`config.mk`:
```
export PLATFORM = sky130hd
export DESIGN_NAME = bit_serializer
export DESIGN_NICKNAME = d
export VERILOG_FILES = /design/src/rtl/bit_serializer.sv
export SDC_FILE = /design/constraint.sdc
export NUM_CORES = 1
export LEC_CHECK = 0
export CAP_MARGIN = 20
export CORE_ASPECT_RATIO = 0.75
export CORE_MARGIN = 4
export CORE_UTILIZATION = 50
export CTS_BUF_LIST = sky130_fd_sc_hd__clkbuf_8 sky130_fd_sc_hd__clkbuf_16
export DETAILED_ROUTE_END_ITERATION = 12
export GPL_ROUTABILITY_DRIVEN = 0
export GPL_TIMING_DRIVEN = 0
export PLACE_DENSITY = 0.86
export SYNTH_ARGS = -nofsm -noshare
export SYNTH_HDL_FRONTEND = slang
export SYNTH_SLANG_ARGS = --single-unit
```
`constraint.sdc`:
```
create_clock -name clk -period 4.9 [get_ports clk]
set_input_delay 1.47 -clock clk [delete_from_list [all_inputs] [get_ports clk]]
set_output_delay 1.47 -clock clk [all_outputs]
set_load 0.02 [all_outputs]
```
`src/rtl/bit_serializer.sv`:
```
`default_nettype none
// ============================================================================
// Module   : bit_serializer
// Function : Parallel-to-serial converter, MSB first, with a one-word hold
//            register so back-to-back words stream without idle gaps.
// Revision : 1.0 - initial release
// ============================================================================
module bit_serializer #(
  parameter int W = 8
) (
  input  logic         clk,
  input  logic         rst,
  input  logic         clr,
  input  logic [W-1:0] din,
  input  logic         din_valid,
  output logic         din_ready,
  output logic         seq,
  output logic         seq_valid,
  output logic         busy
);

  localparam int CW = $clog2(W);
  localparam logic [CW-1:0] CNT_MAX = CW'(W - 1);
  localparam logic [CW-1:0] CNT_ZERO = '0;

  localparam logic [0:0] S_IDLE  = 1'b0;
  localparam logic [0:0] S_SHIFT = 1'b1;

  logic [0:0]    state;
  logic [0:0]    state_nxt;
  logic [W-1:0]  sr;
  logic [CW-1:0] cnt;
  logic [W-1:0]  hold;
  logic          hold_full;
  logic          accept;
  logic          last_bit;

  // Handshake: a word moves only when valid meets ready on the same edge.
  assign accept   = din_valid && din_ready;
  assign last_bit = (cnt == CNT_ZERO);

  // State register with asynchronous active-low reset.
  always_ff @(posedge clk or negedge rst) begin
    if (!rst) begin
      state <= S_IDLE;
    end else begin
      state <= state_nxt;
    end
  end

  // Next-state logic; clr overrides every functional transition.
  always_comb begin
    state_nxt = state;
    if (clr) begin
      state_nxt = S_IDLE;
    end else begin
      case (state)
        S_IDLE: begin
          if (accept) state_nxt = S_SHIFT;
        end
        S_SHIFT: begin
          // Leave SHIFT only when the last bit goes out with nothing queued.
          if (last_bit && !hold_full && !accept) state_nxt = S_IDLE;
        end
        default: state_nxt = S_IDLE;
      endcase
    end
  end

  // Datapath: shift register, bit counter and the one-word hold buffer.
  always_ff @(posedge clk or negedge rst) begin
    if (!rst) begin
      sr        <= '0;
      cnt       <= '0;
      hold      <= '0;
      hold_full <= 1'b0;
    end else if (clr) begin
      sr        <= '0;
      cnt       <= '0;
      hold_full <= 1'b0;
    end else begin
      case (state)
        S_IDLE: begin
          if (accept) begin
            sr  <= din;
            cnt <= CNT_MAX;
          end
        end
        S_SHIFT: begin
          if (!last_bit) begin
            sr  <= {sr[W-2:0], 1'b0};
            cnt <= cnt - CW'(1);
            // din_ready is low while hold is full, so hold is never clobbered.
            if (accept) begin
              hold      <= din;
              hold_full <= 1'b1;
            end
          end else if (hold_full) begin
            sr        <= hold;
            cnt       <= CNT_MAX;
            hold_full <= 1'b0;
          end else if (accept) begin
            sr  <= din;
            cnt <= CNT_MAX;
          end else begin
            sr <= '0;
          end
        end
        default: begin
          sr <= '0;
        end
      endcase
    end
  end

  // Outputs derived from registered state (and clr for the ready handshake).
  always_comb begin
    seq       = 1'b0;
    seq_valid = 1'b0;
    if (state == S_SHIFT) begin
      seq       = sr[W-1];
      seq_valid = 1'b1;
    end
    busy      = (state == S_SHIFT) || hold_full;
    din_ready = !hold_full && !clr;
  end

endmodule
`default_nettype wire

```
==> impl_metrics.toml <==
[final_layout]
syn2layout_area_growth_pct = 19.95
final_cell_mix = "dfrtp_1 (21), clkdlybuf4s50_1 (14), nor2_1 (12), nand2_1 (10)"
drive_above_1_share = 0.1770
n_fill_cell = 184
post-route-util = 0.6367
final_nets = 128
final_common_cell = "dfrtp_1"
design_area_um2 = 1294
diodes = 0

[cts]
clk_pin_slew_ns = 0.07
cts_tree = "done"
ctsLongestPathBuffers = 2
postCtsSetupBuffers = 0
insertion_delay_ns = 0.26
cts_hold_repair.buffers = 0
numCtsBuffers = 3
clock_sinks = 21
cts.htree.levels = 1
cts_resized = 0
cts_root_buf = "clkbuf_8"

[routing]
wirelength_um = 2323
wire_per_inst_um = 16.96
ant_nets = 0
drt-vias-per-instance = 6.080
drtIter0Drc = 49
via_count = 833
dr.pass1.iters = 4
drc = 0

[setup_path]
crit_path_max_fanout = 9
rr_endpoint = "hold[3]$_DFFE_PN0P_"
r2r_setup_slack_ns = 3.03
worstSetupStartpointType = "input port"
crit_type = "input port to output port"
crit_chain = "buf_2 -> nor2_1 -> clkdlybuf4s50_1"
reg2reg_from = "cnt[0]$_DFF_PN0_"
cp-end-kind = "output port"
rr_worst_depth = 6
arrival_ns = 2.35
critPathRequiredTime_ns = 3.43
slowest_stage = "clkdlybuf4s50_1"
slowest_delay_ns = 0.60

[sta]
hold_violations = 0
max_freq_ghz = 0.2620
slew_headroom = 0.3636
tns_ns = 0
setup_viol = 0
holdWs_ns = 0.4873
min_period_over_period = 0.7791
min_period_ns = 3.818
maxSlewViolCount = 0
fin_worst_skew_ns = 0.004823
tightest_slew_ns = 0.9515
grt_setup_unrepaired = "no"

[global_route]
grt_overflow = 0
antenna_found_initial = 0
grt_max_degree = 22
grt_pass1_vias = 802
grt_pass1_wl_um = 3829
grt_usage = 0.1863

[floorplan]
initial_core_util = 0.5308
rows = 14
io_pins = 16
die_area_um2 = 2972
die_height_um = 48.22
core_um2 = 2032
die_width_um = 61.63

[synth]
synth_warnings = 0
ys_top_cells_by_area = "dfrtp_1 (49%), a221oi_2 (9.7%), mux2_1 (7.3%)"
synth_top_area_share = 0.4872
netlist_area_um2 = 1079
synth_fp_nets = 109
ys_ff_latch = 21
synth.avg_cell_area_um2 = 11.35
yosysTopAreaCell = "dfrtp_1"
yosysUniqueCellTypes = 27
yosysSeqAreaShare = 0.4872
postSynthCellCount = 95

[pwr]
seq_power_share = 0.525
p_sw_frac = 0.2808
p_int_uw = 311.8
p_total_uw = 433.6
ir_worst_vdd_mv = 0.1973
clockPowerShare = 0.256
power_frac_comb = 0.218
net-switching-power_uw = 121.7
cellPowerDensity_nw_per_um2 = 335.1
p_leak_nw = 0.5440

[placement]
post-dp-hpwl_um = 1651
port_buffers = 14
placed_area_um2 = 1249

[outcome]
outcome = "completed"

[worst_hold_path]
hp-start = "cnt[0]$_DFF_PN0_"
min_to = "cnt[0]$_DFF_PN0_"
worstHoldPathType = "register to register"
hold_depth = 1

[flow_run]
maxCapViolations = 0
cells in the mapped netlist (all sizes together):
cell,number
o22ai,1
o21ai,2
mux2,7
a211oi,2
nor3,1
or2,1
a221oi,9
nor2,12
a21oi,2
and2,1
nand2,11
o221ai,7
dfrtp,21
nor2b,1
a211o,1
and3,1
ha,2
nor3b,1
nand2b,1
a21boi,1
inv,6
buf,4
area by class of cell:
cell class	count	area (um^2)	area share
multi-input cells	64	501.7	0.3878
clock inverters	1	3.754	0.002901
flip-flops and latches	21	525.5	0.4062
clock buffers	3	41.29	0.03191
inverters	6	22.52	0.01741
well taps	24	30.03	0.02321
plain buffers	4	28.78	0.02224
repair buffers	14	140.1	0.1083
metal layers:
metal,GRT usage,part of all wire
met1,0.2442,0.46
met3,0.05556,0.071
met4,0.06780,0.0090
met5,0,0
met2,0.2965,0.46
power by group through the flow:
stage | clock [mW] | sequential [mW] | combinational [mW]
after detailed placement | 0 | 0.231 | 0.0955
after global placement | 0 | 0.229 | 0.0909
after floorplan | 0 | 0.226 | 0.0653
after global routing | 0.126 | 0.233 | 0.105
final | 0.111 | 0.228 | 0.0946
after CTS | 0.116 | 0.228 | 0.0961
how the worst max path moves through the flow:
stage	start	to	slack [ns]	cells after the start
2_1_floorplan	clr	din_ready	1.51	2
3_3_place_gp	clr	din_ready	1.08	3
3_5_place_dp	clr	din_ready	1.08	3
4_1_cts	clr	din_ready	1.08	3
5_1_grt	clr	din_ready	1.06	3
6_report	clr	din_ready	1.08	3
registers in the layout, indices dropped and copies added (netlist names):
signal and flops:
cnt 3, hold 8, hold_full 1, sr 8, state 1
through the flow:
step	instances	setup slack, ns
floorplan	95	1.507
global placement	133	1.079
detailed placement	133	1.079
CTS	137	1.078
global route	137	1.057
finish	137	1.082
critical path, delay by kind of cell:
family | cells | cell delay, ns
buf+inv | 2 | 0.77
simple gates | 1 | 0.10
kinds of logic (layout without fill, tap and decap cells):
family | Yosys count | in the layout | synth area share
mux | 7 | 7 | 0.07309
buf+inv | 10 | 28 | 0.04756
flops | 21 | 21 | 0.4872
fa+ha+maj | 2 | 2 | 0.02320
simple gates | 30 | 30 | 0.1334
compound gates | 25 | 25 | 0.2355
(Power assumes the default switching activity.)
